## config.mk

```make
export PLATFORM = sky130hd
export DESIGN_NAME = alu_multicycle
export DESIGN_NICKNAME = d
export VERILOG_FILES = /design/src/rtl/alu_multicycle.sv
export SDC_FILE = /design/constraint.sdc
export NUM_CORES = 1
export LEC_CHECK = 0
export ABC_AREA = 1
export BUFFER_PORTS_ARGS = -buffer_cell sky130_fd_sc_hd__buf_2
export CAP_MARGIN = 20
export CORE_UTILIZATION = 49
export CTS_CLUSTER_SIZE = 25
export DETAILED_ROUTE_END_ITERATION = 10
export PLACE_DENSITY = 0.67
export SLEW_MARGIN = 40
export SYNTH_ARGS = -nofsm -noshare
export SYNTH_HDL_FRONTEND = slang
export SYNTH_SLANG_ARGS = --single-unit
export TNS_END_PERCENT = 100
```

## constraint.sdc

```tcl
create_clock -name clk -period 6.25 [get_ports clk]
set_input_delay 1.5625 -clock clk [delete_from_list [all_inputs] [get_ports clk]]
set_output_delay 1.5625 -clock clk [all_outputs]
set_load 0.1 [all_outputs]
```

## src/rtl/alu_multicycle.sv

```systemverilog
// alu_multicycle: ALU with NZCV flags and an iterative shift-add multiplier.
// Single-cycle ops finish on the accept edge; MUL takes WIDTH further edges.
// Ports:
//   clk, rst_n              clock, asynchronous active-low reset
//   in_valid/in_ready       request handshake; op, in1, in2, set_flags captured on accept
//   flush                   synchronous abort of a pending or held result
//   out_valid/out_ready     result handshake; out_data, err held stable until taken
//   flags                   registered {N,Z,C,V}
module alu_multicycle #(
    parameter int WIDTH = 32
) (
    input  logic             clk,
    input  logic             rst_n,
    input  logic             in_valid,
    output logic             in_ready,
    input  logic [3:0]       op,
    input  logic [WIDTH-1:0] in1,
    input  logic [WIDTH-1:0] in2,
    input  logic             set_flags,
    input  logic             flush,
    output logic             out_valid,
    input  logic             out_ready,
    output logic [WIDTH-1:0] out_data,
    output logic             err,
    output logic [3:0]       flags
);

    localparam int CW = $clog2(WIDTH);

    localparam logic [3:0] OP_MOV = 4'b0001;
    localparam logic [3:0] OP_MVN = 4'b1001;
    localparam logic [3:0] OP_ADD = 4'b0010;
    localparam logic [3:0] OP_ADC = 4'b0011;
    localparam logic [3:0] OP_SUB = 4'b0100;
    localparam logic [3:0] OP_SBC = 4'b0101;
    localparam logic [3:0] OP_AND = 4'b0110;
    localparam logic [3:0] OP_ORR = 4'b0111;
    localparam logic [3:0] OP_EOR = 4'b1000;
    localparam logic [3:0] OP_MUL = 4'b1010;
    localparam logic [3:0] OP_CMP = 4'b1011;
    localparam logic [3:0] OP_TST = 4'b1100;

    typedef enum logic [1:0] {IDLE, MUL, DONE} state_t;

    state_t           state, state_nxt;
    logic [CW-1:0]    cnt;
    logic [WIDTH-1:0] mcand, mplier, acc, mul_sum;
    logic             mul_sf;

    logic [WIDTH-1:0] add_b, res;
    logic [WIDTH:0]   sum;
    logic             add_cin, add_v, is_arith, is_legal, wr_flags, accept;
    logic [3:0]       res_flags;

    assign in_ready  = (state == IDLE) || ((state == DONE) && out_ready);
    assign out_valid = (state == DONE);
    assign accept    = in_valid && in_ready && !flush;
    assign mul_sum   = acc + (mplier[0] ? mcand : '0);

    // Single adder serves all four arithmetic ops: subtraction is in1 + ~in2 + cin,
    // so the carry-out is directly NOT borrow and one overflow rule covers both.
    always_comb begin
        add_b    = in2;
        add_cin  = 1'b0;
        is_arith = 1'b0;
        is_legal = 1'b1;
        res      = '0;
        case (op)
            OP_MOV: res = in2;
            OP_MVN: res = ~in2;
            OP_ADD: is_arith = 1'b1;
            OP_ADC: begin
                is_arith = 1'b1;
                add_cin  = flags[1];
            end
            OP_SUB, OP_CMP: begin
                is_arith = 1'b1;
                add_b    = ~in2;
                add_cin  = 1'b1;
            end
            OP_SBC: begin
                is_arith = 1'b1;
                add_b    = ~in2;
                add_cin  = flags[1];
            end
            OP_AND, OP_TST: res = in1 & in2;
            OP_ORR: res = in1 | in2;
            OP_EOR: res = in1 ^ in2;
            OP_MUL: res = '0;
            default: is_legal = 1'b0;
        endcase
        sum   = {1'b0, in1} + {1'b0, add_b} + {{WIDTH{1'b0}}, add_cin};
        add_v = (in1[WIDTH-1] == add_b[WIDTH-1]) && (sum[WIDTH-1] != in1[WIDTH-1]);
        if (is_arith) begin
            res = sum[WIDTH-1:0];
        end
        res_flags = {res[WIDTH-1], res == '0, flags[1], flags[0]};
        if (is_arith) begin
            res_flags[1:0] = {sum[WIDTH], add_v};
        end
        wr_flags = is_legal && (set_flags || (op == OP_CMP) || (op == OP_TST));
    end

    always_comb begin
        state_nxt = state;
        if (flush) begin
            state_nxt = IDLE;
        end else if (accept) begin
            state_nxt = (op == OP_MUL) ? MUL : DONE;
        end else begin
            case (state)
                MUL:     if (cnt == CW'(WIDTH - 1)) state_nxt = DONE;
                DONE:    if (out_ready) state_nxt = IDLE;
                default: state_nxt = IDLE;
            endcase
        end
    end

    always_ff @(posedge clk or negedge rst_n) begin
        if (!rst_n) begin
            state    <= IDLE;
            cnt      <= '0;
            mcand    <= '0;
            mplier   <= '0;
            acc      <= '0;
            mul_sf   <= 1'b0;
            out_data <= '0;
            err      <= 1'b0;
            flags    <= '0;
        end else begin
            state <= state_nxt;
            if (flush) begin
                cnt <= '0;
            end else if (accept) begin
                if (op == OP_MUL) begin
                    mcand  <= in1;
                    mplier <= in2;
                    acc    <= '0;
                    cnt    <= '0;
                    mul_sf <= set_flags;
                end else begin
                    out_data <= res;
                    err      <= !is_legal;
                    if (wr_flags) begin
                        flags <= res_flags;
                    end
                end
            end else if (state == MUL) begin
                // One multiplier bit per edge; the last step writes the result directly.
                acc    <= mul_sum;
                mcand  <= mcand << 1;
                mplier <= mplier >> 1;
                cnt    <= cnt + 1'b1;
                if (cnt == CW'(WIDTH - 1)) begin
                    out_data <= mul_sum;
                    err      <= 1'b0;
                    cnt      <= '0;
                    if (mul_sf) begin
                        flags[3:2] <= {mul_sum[WIDTH-1], mul_sum == '0};
                    end
                end
            end
        end
    end

endmodule

```

# Yosys cells after proc, flatten, opt, wreduce, memory -nomap -nowiden
# Cells that the tools add are included.
[classes]
addsub = 4
n_eq_ne = 23
muxes = 42
n_bitwise = 6
n_reduce_logical = 30
[ops]
columns = ["op", "count"]
rows = [
  ["two-way mux 32 bit", 16],
  ["one-hot mux 32 bit (5 select lines)", 1],
  ["zero test 32 bit", 2],
  ["adder 32 x 32 -> 33 bit", 1],
  ["adder 33 x 1 -> 33 bit", 1],
  ["adder 32 bit", 1],
  ["AND 32 bit", 1],
  ["inverter 32 bit", 1],
  ["bitwise OR 32 bit", 1],
  ["XOR 32 bit", 1],
  ["two-way mux 5 bit", 5],
  ["== test 4 bit (second input constant)", 5],
  ["two-way mux 2 bit", 10],
  ["== test 4 x 3 -> 1 bit (second input constant)", 4],
  ["OR reduction 12 bit", 1],
  ["== test 4 x 2 -> 1 bit (second input constant)", 2],
  ["two-way mux 4 bit", 2],
  ["two-way mux 1 bit", 6],
  ["AND reduction 3 bit", 2],
  ["AND reduction 6 bit", 1],
  ["nonzero test 2 bit", 3],
  ["OR reduction 2 bit", 3],
  ["adder 5 x 1 -> 5 bit (second input constant)", 1],
  ["== test 5 bit (second input constant)", 1],
  ["other kinds (23)", 33],
]
[totals]
reg_bits = 141
output_inout_bits = 39

# Depth between registers and ports, before layout
# Gate-level depths: netlist (run 1).
[depth]
ltp_word = 11
ltp_mapped = 28
ltp_nobuf = 28

# Worst setup path before layout (run 1)
# No wires, ideal clock.
[synth_timing]
path_type = "input port to output port"
start = "in out_ready"
end = "out in_ready"
arrival_ps = 3115
required_time_ps = 4688
slack_ps = 1572
cell_stages = 2
path_cell_list = "inv_1 > a21oi_1"
[synth_between]
elab_chain_cells = 2
[synth_rtl]
columns = ["item", "line_no", "text"]
rows = [
  ["start, declared", "22", "input logic out_ready,"],
  ["logical AND 1 bit", "55", "assign in_ready = (state == IDLE) || ((state == DONE) && out_ready);"],
  ["logical OR 1 bit", "55", ""],
  ["end, declared", "15", "output logic in_ready,"],
]
# No other way between the ends.

# Worst setup path after layout (run 1)
[layout_timing]
start = "in op[3]"
end = "reg flags[2]"
[layout_between]
elab_chain_cells = 10
elab_cells_between_ends = 36
[layout_rtl]
columns = ["item", "line_no", "text"]
rows = [
  ["start, declared", "16", "input logic [3:0] op,"],
  ["== test 4 bit / == test 4 x 3 -> 1 bit (equally long branches)", "68, 101", ""],
  ["OR reduction 3 bit (no source line)", "n/a", ""],
  ["two-way mux 32 bit", "n/a", ""],
  ["adder 32 x 32 -> 33 bit", "92", "sum = {1'b0, in1} + {1'b0, add_b} + {{WIDTH{1'b0}}, add_cin};"],
  ["adder 33 x 1 -> 33 bit", "92", ""],
  ["two-way mux 32 bit", "94", "if (is_arith) begin"],
  ["zero test 32 bit", "97", "res_flags = {res[WIDTH-1], res == '0, flags[1], flags[0]};"],
  ["two-way mux 4 bit", "144", "if (wr_flags) begin"],
  ["two-way mux 4 bit", "135", "if (op == OP_MUL) begin"],
  ["two-way mux 2 bit", "134", "end else if (accept) begin"],
  ["end signal, assigned", "145", "flags <= res_flags;"],
  ["end signal, assigned", "159", "flags[3:2] <= {mul_sum[WIDTH-1], mul_sum == '0};"],
  ["end, declared", "25", "output logic [3:0] flags"],
]
# Parallel ways exist; a longest one is shown, timed or not. The select of a mux whose other input is x is not followed.
# A chain may end at the register's enable or synchronous reset.

==> impl_metrics.csv, run 1 <==
group,metric,value,unit
setup_path,cp-start-kind,"input port",
synth,seq_area_frac_synth,26.1,%
timing,fmax,211,MHz
route,wl_per_cell,17.5,µm
min_path,holdCritPathClass,"register to register",
cts,cts_setup_buffers,0,
timing,period_share,75.9,%
route,via_per_inst,5.43,
cts,cts_resized,0,
placement,port_buffers,112,
setup_path,startpoint,"op[3]",
global_routing,grt.total_usage,32.5,%
route,top_layer_used,"met5",
setup_path,r2r_start,"mplier[0]",
synth,syn_nets,2369,
placement,gp_congestion,0.991,
layout,regArea,3530,µm²
synth,synth_top_cell_by_area,"dfrtp_1",
route,wirelength_met1,21700,µm
route,num_vias,14100,
synth,synth_cell_types,41,
synth,netlist_area,13500,µm²
setup_path,required,6630,ps
global_routing,grt_overflow_total,0,
layout,final_common_cell,"nand2_1",
global_routing,first_global_vias,13200,
floorplan,rows,60,
synth,ys_top_cells_by_area,"dfrtp_1 (26%), nand2_1 (21%), ha_1 (12%), inv_1 (8.0%), nor2_1 (6.2%)",
global_routing,grt_max_degree,102,
synth,yosysWarnings,0,
route,drc_errors,0,
setup_path,end_kind,"register",
floorplan,io_pins,113,
timing,finalSetupTns,0,ps
route,ant_nets,0,
timing,slew_viol_final,0,
placement,post_dp_cell_area,14300,µm²
route,routed_wl,45300,µm
layout,multi_input_area,8620,µm²
route,dr_wl_met2,20100,µm
setup_path,crit_type,"input port to register",
route,met3_length,2550,µm
timing,setup_ws,1510,ps
route,drtPass1Iterations,5,
layout,diodes,0,
cts,cts-buffers-inserted,17,
synth,synth-seq-cells,141,
global_routing,antenna_found_initial,1,
setup_path,cp_max_fo,23,
layout,fin_area,14900,µm²
placement,place_hpwl,35100,µm
timing,layout_min_cycle_time,4740,ps
floorplan,initial_core_util,50.1,%
synth,ys_dominant_reg_cell,"dfrtp_1",
floorplan,die_y,168,µm
floorplan,die_area,28300,µm²
floorplan,die_w,168,µm
synth,synth_edf_count,0,
power_and_ir_drop,leakage,8.25,nW
cts,clock_sinks,141,
cts,clk_pin_slew_worst_paths,70,ps
timing,grt_setup_unrepaired,"false",
floorplan,core_area,27000,µm²
synth,synthArstFlopShare,100,%
route,drtIter0Drc,1177,
run_status,status,"complete, no violations",
layout,layout_common_cells,"nand2_1 (739), inv_1 (289), nor2_1 (221)",
cts,cts-root-buf,"clkbuf_16",
timing,finalSetupViolCount,0,
power_and_ir_drop,powerDensity,434,nW/µm²
timing,hold_viol,0,
layout,finalNetCount,2443,
min_path,hp-start,"out_data[2]",
timing,hold_ws,476,ps
power_and_ir_drop,ir_drop,0.000230,V
cts,max-clock-path-buffers,2,
synth,syn_inst,2164,
timing,slew-limit-headroom,43.4,%
flow_run,drv_cap,0,
global_routing,grt_pass1_wl,71700,µm
placement,pre_cts_slack,1150,ps
cts,clk_latency,440,ps
timing,finClkSkew,11.4,ps
cts,htree_levels,4,
layout,drive_gt1_share,8.17,%
layout,area_delta_synth_final,10.3,%
cts,hold_buffers,0,
setup_path,critPathArrivalTime,5120,ps
synth,synth_top_area_share,26.1,%
timing,worst_pin_slew,849,ps
cts,cts_tree,"built",
layout,fillers,2807,
synth,syn_avg_cell_area,6.26,µm²
## final timing paths
path / end / slack, ps / depth (start not counted)
worst min register to register: out_data[2] / 480 / 2
worst max register to register: flags[2] / 2990 / 20
worst max-delay path: flags[2] / 1510 / 24
min in group asynchronous: mplier[3] / 970 / 1
max in group asynchronous: acc[19] / 4030 / 3
worst min-delay path: out_data[2] / 480 / 2
## kinds of logic after synthesis
logic type	after synthesis	share of synthesized area, %
buffers and inverters	364	10.5
AO/OA/AOI/OAI	348	14.5
adder cells (fa/ha/maj)	131	12.3
multiplexers	1	0.0739
flip-flops	141	26.1
XOR/XNOR	49	3.17
AND/OR/NAND/NOR	1130	33.4
## flip-flops by register name, indices dropped and copies added, names as in the netlist
name	flops
mcand	32
state	2
mplier	32
cnt	5
mul_sf	1
err	1
flags	4
out_data	32
acc	32
## area by class of cell
class | count | share of cell area [%]
clock buffers | 19 | 3.03
well taps | 341 | 2.86
flip-flops and latches | 141 | 23.6
repair buffers | 125 | 4.61
multi-input cells | 1659 | 57.7
inverters | 294 | 7.39
clock inverters | 13 | 0.821
## synth_stat cells (all sizes together), types with 17 or more instances
cell type,count
a31oi,83
xor2,42
dfrtp,141
o21ai,107
clkbuf,32
inv,294
nor3,17
ha,128
nor2,225
nand3,103
buf,38
a21oi,116
nand2,743
## through the flow
step / cells / total power [mW] / utilization [%]
final: 2592 / 6.48 / 55.3
after CTS: 2591 / 6.45 / 55.2
after global placement: 2559 / 5.37 / 53.0
after global routing: 2592 / 6.96 / 55.3
after detailed placement: 2559 / 5.39 / 53.1
after floorplan: 2164 / 4.39 / -
## worst max-delay path: stages
cell	delay, ps
buf_2	130
inv_2	60
nor2_2	140
nand2_1	150
nand2_2	320
buf_4	430
xor2_1	120
ha_1	390
nand2_1	120
nor2_1	270
nand2_1	120
inv_1	70
nand2_1	70
nand2_1	130
nand2_1	70
a21oi_1	320
nand2_1	90
nor2_1	90
nand2_1	100
nor2_1	110
nand3_1	90
nand2_1	60
nand2_1	50
nand2_1	50
## layer usage
| layer | up-vias | GRT usage, % |
|---|---|---|
| li1 | 7082 | - |
| met1 | 6534 | 47.0 |
| met2 | 408 | 51.7 |
| met3 | 51 | 3.22 |
| met4 | 2 | 8.42 |
| met5 | - | 0 |
## power breakdown
part	internal (mW)	leakage, nW	switching (mW)
logic	1.08	6.33	2.86
registers	1.24	1.64	0.260
clock network	0.548	0.280	0.492
No activity file was read; power rests on OpenSTA's default activity.
==> run 2, diff against run 1 <==
--- a/config.mk
+++ b/config.mk
@@ -5,13 +5,13 @@
 export SDC_FILE = /design/constraint.sdc
 export NUM_CORES = 1
 export LEC_CHECK = 0
-export ABC_AREA = 1
+export ABC_AREA = 0
 export BUFFER_PORTS_ARGS = -buffer_cell sky130_fd_sc_hd__buf_2
 export CAP_MARGIN = 20
 export CORE_UTILIZATION = 49
 export CTS_CLUSTER_SIZE = 25
 export DETAILED_ROUTE_END_ITERATION = 10
-export PLACE_DENSITY = 0.67
+export PLACE_DENSITY = 0.7
 export SLEW_MARGIN = 40
 export SYNTH_ARGS = -nofsm -noshare
 export SYNTH_HDL_FRONTEND = slang
==> constraint.sdc (replaced) <==
create_clock -name clk -period 4.1 [get_ports clk]
set_input_delay 1.025 -clock clk [delete_from_list [all_inputs] [get_ports clk]]
set_output_delay 1.025 -clock clk [all_outputs]
set_load 0.1 [all_outputs]
==> run 2 against run 1 <==
- the run now ends with negative setup slack left
- via count fell by 7.6%
- worst setup slack got worse by 1700 ps
- largest power group unchanged
- sequential power rose by 24%
- worst hold slack got worse by 14 ps
- synthesized area fell by 6.4%
- critical path depth fell by 4
- non-clock buffer count rose by 198
- synthesized cell count fell by 25%
- die area fell by 6.3%
- cell area rose by 8.2%
- power rose by 1.2%
- highest routed layer is now met4
==> impl_metrics.csv, run 2 <==
group,metric,value,unit
route,via_per_inst,5.89,
layout,multi_input_area,8990,µm²
min_path,holdCritPathClass,"register to register",
setup_path,cp-start-kind,"input port",
run_status,failed_checks,"negative setup slack",
min_path,hold_path_end,"out_data[23]",
cts,hold_buffers,0,
setup_path,worst_path_max_delay_cell,"fa_2",
synth,synth_edf_count,0,
synth,synth_cell_types,69,
synth,ys_dominant_reg_cell,"dfrtp_1",
synth,synth-seq-cells,141,
global_routing,antenna_found_initial,0,
power_and_ir_drop,p_total,6.56,mW
timing,layout_min_cycle_time,4270,ps
layout,layout_common_cells,"buf_4 (200), nand2_1 (176), a21oi_1 (143)",
layout,drive_gt1_share,24.3,%
synth,seq_area_frac_synth,27.8,%
setup_path,cp_top_family,"compound AO/OA/AOI/OAI gates",
setup_path,end_kind,"register",
layout,area_delta_synth_final,27.5,%
synth,synth_commonest_cells,"nand2_1 (177), a21oi_1 (162), o21ai_0 (150), nor2_1 (144), dfrtp_1 (141)",
layout,fillers,2145,
setup_path,path_buf_inv,3,
synth,yosysWarnings,0,
timing,period_share,104,%
setup_path,critPathArrivalTime,4640,ps
setup_path,rr_worst_depth,15,
setup_path,slowest_delay,380,ps
cts,htree_levels,4,
synth,ys_top_cells_by_area,"dfrtp_1 (28%), ha_1 (13%), a21oi_1 (6.4%), o21ai_0 (5.9%), xnor2_1 (5.6%)",
global_routing,grt_max_degree,100,
setup_path,crit_type,"input port to register",
synth,netlist_area,12700,µm²
timing,setup_ws,-174,ps
timing,slew_viol_final,0,
power_and_ir_drop,leakage,7.84,nW
setup_path,cp_max_fo,3,
placement,place_hpwl,30000,µm
floorplan,rows,58,
layout,fin_util,64.0,%
setup_path,r2r_start,"mcand[0]",
flow_run,drv_cap,0,
min_path,hold_path_depth,2,
power_and_ir_drop,powerDensity,406,nW/µm²
floorplan,core_area,25300,µm²
floorplan,die_y,163,µm
cts,clk_pin_slew_worst_paths,70,ps
synth,synth_most_common_cell,"nand2_1",
global_routing,grt.total_usage,30.2,%
layout,diodes,0,
placement,gp_congestion,0.975,
layout,regArea,3530,µm²
setup_path,path_cells,"buf_8 -> nor3b_4 -> a31o_4 -> xnor2_4 -> fa_2 -> inv_2 -> fa_2 -> nor2b_2 -> o31a_1 -> o21ai_2 -> nor4b_4 -> buf_4 -> o31ai_1 -> a21oi_1 -> xnor2_1 -> a221oi_2 -> nand3_1 -> nor4_2 -> nand4b_1 -> nand2_1",
layout,final_common_cell,"buf_4",
timing,finClkSkew,11.1,ps
global_routing,grt_overflow_total,0,
cts,clk_latency,430,ps
run_status,status,"complete, but fails checks",
layout,finalNetCount,2072,
floorplan,io_pins,113,
route,drtPass1Iterations,5,
route,ant_nets,0,
route,wl_per_cell,18.4,µm
timing,grt_setup_unrepaired,"true",
route,drc_errors,0,
cts,max-clock-path-buffers,2,
cts,cts-root-buf,"clkbuf_16",
route,drtIter0Drc,1145,
setup_path,cp_common_cell,"fa_2",
cts,cts_tree,"built",
floorplan,die_w,163,µm
cts,clock_sinks,141,
synth,syn_inst,1621,
timing,hold_viol,0,
synth,synthArstFlopShare,100,%
synth,syn_nets,1826,
setup_path,startpoint,"op[2]",
route,num_vias,13000,
synth,synth_top_area_share,27.8,%
floorplan,die_area,26500,µm²
min_path,hp-start,"out_data[23]",
timing,worst_pin_slew,754,ps
setup_path,r2r-end,"flags[2]",
placement,port_buffers,112,
global_routing,first_global_vias,11900,
timing,fmax,234,MHz
global_routing,grt_pass1_wl,62900,µm
cts,cts-buffers-inserted,17,
setup_path,required,4460,ps
placement,post_dp_cell_area,14900,µm²
route,routed_wl,40700,µm
synth,syn_avg_cell_area,7.82,µm²
timing,finalSetupViolCount,9,
timing,slew-limit-headroom,49.3,%
setup_path,r2r_slack,-80,ps
power_and_ir_drop,ir_drop,0.000321,V
placement,pre_cts_slack,-878,ps
synth,synth_top_cell_by_area,"dfrtp_1",
floorplan,initial_core_util,50.2,%
layout,fin_area,16200,µm²
## run 2: cell count changes after synthesis, sizes merged, moves of 71 or more
cell,before,now
a31oi,83,12
inv,294,92
nand2,743,177
nand3,103,27
nor2,225,144
xnor2,7,81
## run 2: logic make-up (layout without fill, tap and decap cells)
group / Yosys count / after routing / synth area share (%)
AOI/OAI and AO/OA: 527 / 527 / 25.5
xor gates and xnor gates: 112 / 112 / 7.74
adders and majority gates: 131 / 131 / 13.1
buffers and inverters: 188 / 447 / 5.61
DFF: 141 / 141 / 27.8
muxes: 23 / 23 / 1.90
and+or+nand+nor: 499 / 499 / 18.3
## run 2: how the worst max path moves through the flow
stage	endpoint	slack (ps)	cells past startpoint
2_1_floorplan	out_data[30]	-860	23
3_5_place_dp	flags[2]	-880	20
4_1_cts	out_data[30]	-80	19
6_report	flags[2]	-170	20
3_3_place_gp	flags[2]	-700	20
5_1_grt	flags[2]	-320	20
## run 2: through the flow
| stage | instances | setup TNS, ps | hold WS (ps) |
|---|---|---|---|
| 6_report | 2210 | -808 | 461 |
| 5_1_grt | 2210 | -2190 | 499 |
| 4_1_cts | 2200 | -163 | 465 |
| 3_5_place_dp | 2159 | -10770 | 450 |
| 3_3_place_gp | 2159 | -8740 | 448 |
| 2_1_floorplan | 1621 | -6640 | 450 |
## run 2: worst min-delay path: cells and delay by family, from the launching register on
family	cells	cell delay, ps
AND/OR/NAND/NOR	2	100
flip-flops	1	340
## run 2: cell type report
| class | instances | area share [%] |
|---|---|---|
| repair buffers | 323 | 14.2 |
| clock buffers | 19 | 2.74 |
| multi-input cells | 1292 | 55.6 |
| well taps | 330 | 2.55 |
| inverters | 92 | 2.14 |
| flip-flops and latches | 141 | 21.8 |
| clock inverters | 13 | 0.952 |
## run 2: timing repair
item	CTS	global route
cloned	1	0
buffers inserted	8	13
setup endpoints to repair	13	18
pin swaps	40	37
gates resized for setup	46	56
## run 2: routing by layer
layer  vias up  global-route usage, %  part of all wire (%)
li1       6245                      -                     -
met1      6156                   45.0                    47
met2       533                   45.5                    43
met3        78                   3.62                   7.2
met4         0                   9.09                   2.5
met5         -                      0                     0
## run 2: report_power, final
part	total, mW	switching (mW)	internal [mW]
Combinational	3.06	1.95	1.11
Sequential	1.86	0.182	1.68
Clock	1.63	0.704	0.931
